==> src/rtl/sar_ctrl_param.sv <==
// sar_ctrl_param
// Parametrised SAR ADC sequencer. It samples the input once per conversion,
// then runs an NBITS-step binary search on the CDAC and reports the
// parallel result with a one-cycle valid pulse. It can run single-shot
// or back-to-back (continuous).
//
// Ports
//   CLK          PLL clock; all state changes on the rising edge
//   XRST         asynchronous reset, active-low
//   START        level; a conversion begins when seen in IDLE or DONE
//   CONT         continuous mode; seen in DONE
//   COMP_OUT     latched comparator decision
//   COMP_CLK     comparator clock
//   SC           top-plate-to-GND sample switch, 1 = closed
//   SDAC         bottom-plate switches, 1 = Vref; [NBITS] = largest cap,
//                [0] = terminating unit cap (always 0)
//   DIGITAL_OUT  most recent bit decision (serial, MSB first)
//   DATA_OUT     last completed result
//   DATA_VALID   one-cycle pulse when DATA_OUT updates
//   BUSY         high while sampling, settling or comparing
//   OVR          (SAR_OVR_EN only) sticky flag: START arrived while busy
//
// Build option: define SAR_OVR_EN to add the OVR port and overrun logic.
//
// state    | meaning
// ---------+--------------------------------------------------------
// IDLE     | waiting for START, sample switch closed
// SAMPLE   | T_SAMP cycles tracking the input on the top plate
// SETTLE   | T_SETTLE cycles letting the CDAC settle for trial bit k
// COMPARE  | T_COMP cycles with COMP_CLK high, decision on the last edge
// DONE     | one cycle, DATA_VALID high; restart if CONT or START

module sar_ctrl_param #(
    parameter int NBITS    = 8,
    parameter int T_SAMP   = 2,
    parameter int T_SETTLE = 2,
    parameter int T_COMP   = 2
) (
    input  logic             CLK,
    input  logic             XRST,
    input  logic             START,
    input  logic             CONT,
    input  logic             COMP_OUT,
    output logic             COMP_CLK,
    output logic             SC,
    output logic [NBITS:0]   SDAC,
    output logic             DIGITAL_OUT,
    output logic [NBITS-1:0] DATA_OUT,
    output logic             DATA_VALID,
    output logic             BUSY
`ifdef SAR_OVR_EN
    ,
    output logic             OVR
`endif
);

    localparam int TMAX = (T_SAMP > T_SETTLE) ? ((T_SAMP > T_COMP) ? T_SAMP : T_COMP)
                                              : ((T_SETTLE > T_COMP) ? T_SETTLE : T_COMP);
    localparam int CW = $clog2(TMAX + 1);
    localparam int KW = $clog2(NBITS);

    localparam logic [CW-1:0] C_SAMP   = CW'(T_SAMP - 1);
    localparam logic [CW-1:0] C_SETTLE = CW'(T_SETTLE - 1);
    localparam logic [CW-1:0] C_COMP   = CW'(T_COMP - 1);
    localparam logic [KW-1:0] K_MSB    = KW'(NBITS - 1);

    typedef enum logic [2:0] {
        S_IDLE    = 3'd0,
        S_SAMPLE  = 3'd1,
        S_SETTLE  = 3'd2,
        S_COMPARE = 3'd3,
        S_DONE    = 3'd4
    } state_t;

    state_t           r_state, w_state_nxt;
    logic [CW-1:0]    r_cnt, w_cnt_nxt;
    logic [KW-1:0]    r_k, w_k_nxt;
    logic [NBITS-1:0] r_res, w_res_nxt;
    logic [NBITS:0]   r_sdac, w_sdac_nxt;
    logic [NBITS-1:0] r_data, w_data_nxt;
    logic             r_sc, w_sc_nxt;
    logic             r_comp_clk, w_comp_clk_nxt;
    logic             r_dig, w_dig_nxt;
    logic             r_dv, w_dv_nxt;
    logic             r_busy, w_busy_nxt;
    logic             w_cnt_zero;
    logic [CW-1:0]    w_cnt_dec;

    // Phase timers are down-counters loaded with T-1 on phase entry;
    // the phase ends on the edge where the count is zero.
    assign w_cnt_zero = (r_cnt == '0);
    assign w_cnt_dec  = r_cnt - CW'(1);

    always_ff @(posedge CLK or negedge XRST) begin
        if (!XRST) r_state <= S_IDLE;
        else       r_state <= w_state_nxt;
    end

    always_comb begin
        w_state_nxt = r_state;
        case (r_state)
            S_IDLE:    if (START) w_state_nxt = S_SAMPLE;
            S_SAMPLE:  if (w_cnt_zero) w_state_nxt = S_SETTLE;
            S_SETTLE:  if (w_cnt_zero) w_state_nxt = S_COMPARE;
            S_COMPARE: if (w_cnt_zero) w_state_nxt = (r_k == '0) ? S_DONE : S_SETTLE;
            S_DONE:    w_state_nxt = (CONT || START) ? S_SAMPLE : S_IDLE;
            default:   w_state_nxt = S_IDLE;
        endcase
    end

    always_comb begin
        w_cnt_nxt      = r_cnt;
        w_k_nxt        = r_k;
        w_res_nxt      = r_res;
        w_sdac_nxt     = r_sdac;
        w_data_nxt     = r_data;
        w_sc_nxt       = r_sc;
        w_comp_clk_nxt = r_comp_clk;
        w_dig_nxt      = r_dig;
        w_dv_nxt       = 1'b0;
        w_busy_nxt     = r_busy;
        case (r_state)
            S_IDLE: begin
                if (START) begin
                    w_cnt_nxt  = C_SAMP;
                    w_busy_nxt = 1'b1;
                end
            end
            S_SAMPLE: begin
                if (w_cnt_zero) begin
                    w_sc_nxt          = 1'b0;
                    w_sdac_nxt[NBITS] = 1'b1;
                    w_k_nxt           = K_MSB;
                    w_cnt_nxt         = C_SETTLE;
                end else begin
                    w_cnt_nxt = w_cnt_dec;
                end
            end
            S_SETTLE: begin
                if (w_cnt_zero) begin
                    w_comp_clk_nxt = 1'b1;
                    w_cnt_nxt      = C_COMP;
                end else begin
                    w_cnt_nxt = w_cnt_dec;
                end
            end
            S_COMPARE: begin
                if (w_cnt_zero) begin
                    w_comp_clk_nxt = 1'b0;
                    w_dig_nxt      = COMP_OUT;
                    // Resolve trial k (switch k+1) and raise the next trial switch.
                    for (int i = 0; i < NBITS; i++) begin
                        if (KW'(i) == r_k) begin
                            w_res_nxt[i]    = COMP_OUT;
                            w_sdac_nxt[i+1] = COMP_OUT;
                            if (i > 0) w_sdac_nxt[i] = 1'b1;
                        end
                    end
                    if (r_k == '0) begin
                        w_data_nxt = w_res_nxt;
                        w_dv_nxt   = 1'b1;
                        w_busy_nxt = 1'b0;
                        w_sc_nxt   = 1'b1;
                        w_sdac_nxt = '0;
                        w_cnt_nxt  = '0;
                    end else begin
                        w_k_nxt   = r_k - KW'(1);
                        w_cnt_nxt = C_SETTLE;
                    end
                end else begin
                    w_cnt_nxt = w_cnt_dec;
                end
            end
            S_DONE: begin
                if (CONT || START) begin
                    w_cnt_nxt  = C_SAMP;
                    w_busy_nxt = 1'b1;
                end
            end
            default: ;
        endcase
        // Unit terminating cap never switches to Vref.
        w_sdac_nxt[0] = 1'b0;
    end

    always_ff @(posedge CLK or negedge XRST) begin
        if (!XRST) begin
            r_cnt      <= '0;
            r_k        <= K_MSB;
            r_res      <= '0;
            r_sdac     <= '0;
            r_data     <= '0;
            r_sc       <= 1'b1;
            r_comp_clk <= 1'b0;
            r_dig      <= 1'b0;
            r_dv       <= 1'b0;
            r_busy     <= 1'b0;
        end else begin
            r_cnt      <= w_cnt_nxt;
            r_k        <= w_k_nxt;
            r_res      <= w_res_nxt;
            r_sdac     <= w_sdac_nxt;
            r_data     <= w_data_nxt;
            r_sc       <= w_sc_nxt;
            r_comp_clk <= w_comp_clk_nxt;
            r_dig      <= w_dig_nxt;
            r_dv       <= w_dv_nxt;
            r_busy     <= w_busy_nxt;
        end
    end

    assign COMP_CLK    = r_comp_clk;
    assign SC          = r_sc;
    assign SDAC        = r_sdac;
    assign DIGITAL_OUT = r_dig;
    assign DATA_OUT    = r_data;
    assign DATA_VALID  = r_dv;
    assign BUSY        = r_busy;

`ifdef SAR_OVR_EN
    logic r_ovr;

    // Set and clear come from disjoint states, so their order is irrelevant.
    always_ff @(posedge CLK or negedge XRST) begin
        if (!XRST) begin
            r_ovr <= 1'b0;
        end else if (START) begin
            if (r_state == S_IDLE)
                r_ovr <= 1'b0;
            else if (r_state == S_SAMPLE || r_state == S_SETTLE || r_state == S_COMPARE)
                r_ovr <= 1'b1;
        end
    end

    assign OVR = r_ovr;
`endif

endmodule

==> config.mk <==
export PLATFORM = sky130hd
export DESIGN_NAME = sar_ctrl_param
export DESIGN_NICKNAME = d
export VERILOG_FILES = /design/src/rtl/sar_ctrl_param.sv
export SDC_FILE = /design/constraint.sdc
export NUM_CORES = 1
export LEC_CHECK = 0
export CORE_AREA = 2 2 47 92
export DETAILED_ROUTE_END_ITERATION = 12
export DIE_AREA = 0 0 49 94
export DONT_BUFFER_PORTS = 1
export PLACE_DENSITY = 0.65
export SETUP_SLACK_MARGIN = 0.4
export SLEW_MARGIN = 30
export SYNTH_ARGS = -nofsm -noshare
export SYNTH_HDL_FRONTEND = slang
export SYNTH_SLANG_ARGS = --single-unit
==> constraint.sdc <==
create_clock -name CLK -period 1.7 [get_ports CLK]
set_clock_uncertainty 0.2 [all_clocks]
set_input_delay 0.34 -clock CLK [delete_from_list [all_inputs] [get_ports CLK]]
set_output_delay 0.34 -clock CLK [all_outputs]
set_load 0.01 [all_outputs]
==> impl_metrics.yaml <==
floorplanning:
  start_util_pct: 48.03
  ios: 27
  rows: 32
  coreArea_sq_um: 3884
  die_h_microns: 94
  die_w_microns: 49
  die_area_sq_um: 4606
global_routing:
  antenna_found_initial: 0
  grt_first_pass_wirelength_microns: 7997
  grt_use_total_pct: 23.10
  grt_pass1_vias: 1598
  overflow: 0
  grt_max_degree: 37
timing:
  finalWorstSetupSlack_ns: -0.04675
  min_period_ns: 1.747
  rsz0062_at_grt: "true"
  fin_crit_sh_pct: 102.8
  holdWs_ns: -0.4585
  drv_slew: 0
  max_freq_mhz: 572.5
  hold_viol_final: 36
  setup_viol: 10
power_and_ir_drop:
  power_density_nw_per_um2: 1945
  swShare_pct: 40.64
  intPower_uw: 3172
  ir_drop_mv: 1.231
  pwr-share-clk_pct: 12.2
  power.share.combinational_pct: 56.2
  power.leakage_uw: 0.001190
  p_seq_share_pct: 31.6
  power_switching_uw: 2172
setup_path:
  cp-start-kind: "flop"
  crit_required_ns: 1.67
  path_buf_inv: 2
  end_kind: "flop"
  critPathTopFamily: "flip-flops"
  cp_data_arrival_time_ns: 1.72
  cpPeakStageDelay_ns: 0.40
  rr_worst_depth: 6
  path_cells: "inv_4, ha_4, nand2b_4, nor3_4, buf_12, mux2_4"
  cp_slowest_cell: "dfstp_2"
  cp.depth: 6
  worstPathMaxFanout: 5
  crit_type: "flop to flop"
synthesis:
  synthArstFlopShare_pct: 100.0
  synth_top_area_share_pct: 42.92
  synth_edf_count: 0
  synth_warnings: 0
  syn_nets: 180
  synth_ff_type: "dfrtp_1"
  ys_ff_latch: 36
  netlist_top_cells_area: "dfrtp_1 43%, dfstp_2 5.6%, ha_1 3.4%"
  yosysSeqAreaShare_pct: 48.56
  synth_cell_types: 49
  synth_cells: 170
  synth.avg_cell_area_sq_um: 10.97
  yosys.area.top_type: "dfrtp_1"
  synth_area_sq_um: 1866
clock_tree:
  htreeDepth: 2
  cts.clk_slew.worst_paths_ns: 0.07
  numCtsBuffers: 5
  clock_path_buffers: 2
  cts-root-buf: "clkbuf_8"
  cts_tree: "done"
  clkSinkCount: 36
  insertion_delay_ns: 0.28
route:
  via_per_inst: 5.885
  wl_met1_microns: 1905
  drtPass1Iterations: 4
  drt_iter0_drc: 39
  drc_errors: 0
  routed.top_layer: "met4"
  ant_nets: 0
  wl_met3_microns: 169
  drt-total-wl_microns: 5233
  vias: 1536
  dr_wl_met2_microns: 2948
  avgRoutedWirePerCell_microns: 20.05
final_layout:
  nets: 220
  mostFrequentLayoutCells: "29 x dfrtp_1, 24 x buf_4, 17 x buf_6"
  drive_gt1_share_pct: 61.43
  final_core_util_pct: 70.75
  layout_commonest_cell: "dfrtp_1"
  syn2layout_area_growth_pct: 47.28
  stdcell_area_sq_um: 2748
  diodes: 0
job:
  max-cap-violations: 0
placement:
  placedInstanceArea_sq_um: 2135
  preCtsSetupSlack_ns: -0.09285
  place_congestion: 0.8775
  port_buffers: 0
  dp_hpwl_microns: 3315
outcome:
  violations: "negative hold slack, negative setup slack"
  outcome: "finished, violations left"
worst_hold_path:
  hold_class: "input pin to asynchronous set/reset pin"
[synth_stat cells (2+ instances only)]
master	number
mux2_2	4
nor2b_1	3
mux2_4	4
o22ai_1	2
a22o_1	2
ha_1	5
clkbuf_1	4
and2_1	2
nor2_1	3
mux2i_1	3
a31oi_1	5
a211oi_1	2
dfrtp_1	32
mux2_1	3
a41oi_1	2
a21o_1	2
nand2_1	4
dfstp_2	4
o31ai_1	3
buf_4	3
nand2b_1	4
a21oi_1	11
inv_1	12
o221a_2	2
o21bai_1	2
o21ai_0	9
nor3_1	5
buf_2	4
buf_6	2
nand3_1	6
nand4_1	3
[final cells by class]
| type | count | area [sq um] |
|---|---|---|
| flip-flops and latches | 36 | 909.6 |
| multi-input cells | 109 | 1171 |
| well taps | 51 | 63.81 |
| repair buffers | 46 | 454.2 |
| fillers | 279 | 1136 |
| clock buffers | 7 | 96.34 |
| inverters | 12 | 52.55 |
[worst paths after layout]
check,from,to,slack (ns)
max in group asynchronous,XRST,r_k[1]$_DFFE_PN1P_,1.58
worst min register to register,r_res[6]$_DFFE_PN0P_,r_res[6]$_DFFE_PN0P_,0.32
worst min-delay path,XRST,DIGITAL_OUT$_DFFE_PN0P_,-0.46
worst max-delay path,r_k[1]$_DFFE_PN1P_,DATA_OUT[5]$_DFFE_PN0P_,-0.05
worst max register to register,r_k[1]$_DFFE_PN1P_,DATA_OUT[5]$_DFFE_PN0P_,-0.05
min in group CLK,COMP_OUT,r_res[4]$_DFFE_PN0P_,0.01
[logic make-up (layout without fill, tap and decap cells)]
family | Yosys count | after routing | share of synthesized area [%]
compound gates | 50 | 50 | 17.91
fa+ha+maj | 5 | 5 | 3.353
buf+inv | 25 | 65 | 6.706
flops | 36 | 36 | 48.56
mux | 14 | 14 | 9.054
other cells | 1 | 1 | 0.2010
simple gates | 39 | 39 | 14.22
[flip-flops by register name (all words and copies together) (netlist names), 2 cells and up]
signal and cells:
SDAC 8, r_k 3, r_state 3, r_res 7, r_cnt 2, DATA_OUT 8
[per-layer routing]
layer  global-route usage, %  up-vias
li1                        -      689
met1                   23.24      780
met2                   43.04       49
met3                   5.096       18
met4                   12.38        0
met5                       0        -
[timing repair]
item / CTS / global route
gates cloned: 1 / 0
setup endpoints to repair: 37 / 37
buffers inserted: 12 / 8
endpoints found under the hold margin: 38 / 37
pin swaps: 19 / 16
resized for setup: 54 / 26
hold buffers: 1 / 1
[stage by stage]
stage                      TNS, ns  cells  power, uW
final                      -0.2853    261       5344
after global routing        -1.008    261       5612
after CTS                 -0.05494    252       4937
after detailed placement   -0.4723    231       3711
after global placement     -0.1746    231       3607
after floorplan                  0    170       3106
[power groups by stage]
stage          combinational [uW]  clock, uW  sequential [uW]
2_1_floorplan                1540          0             1570
3_3_place_gp                 1950          0             1660
3_5_place_dp                 2020          0             1690
4_1_cts                      2580        667             1690
5_1_grt                      3170        704             1740
6_report                     3000        652             1690
(Power assumes the default switching activity.)
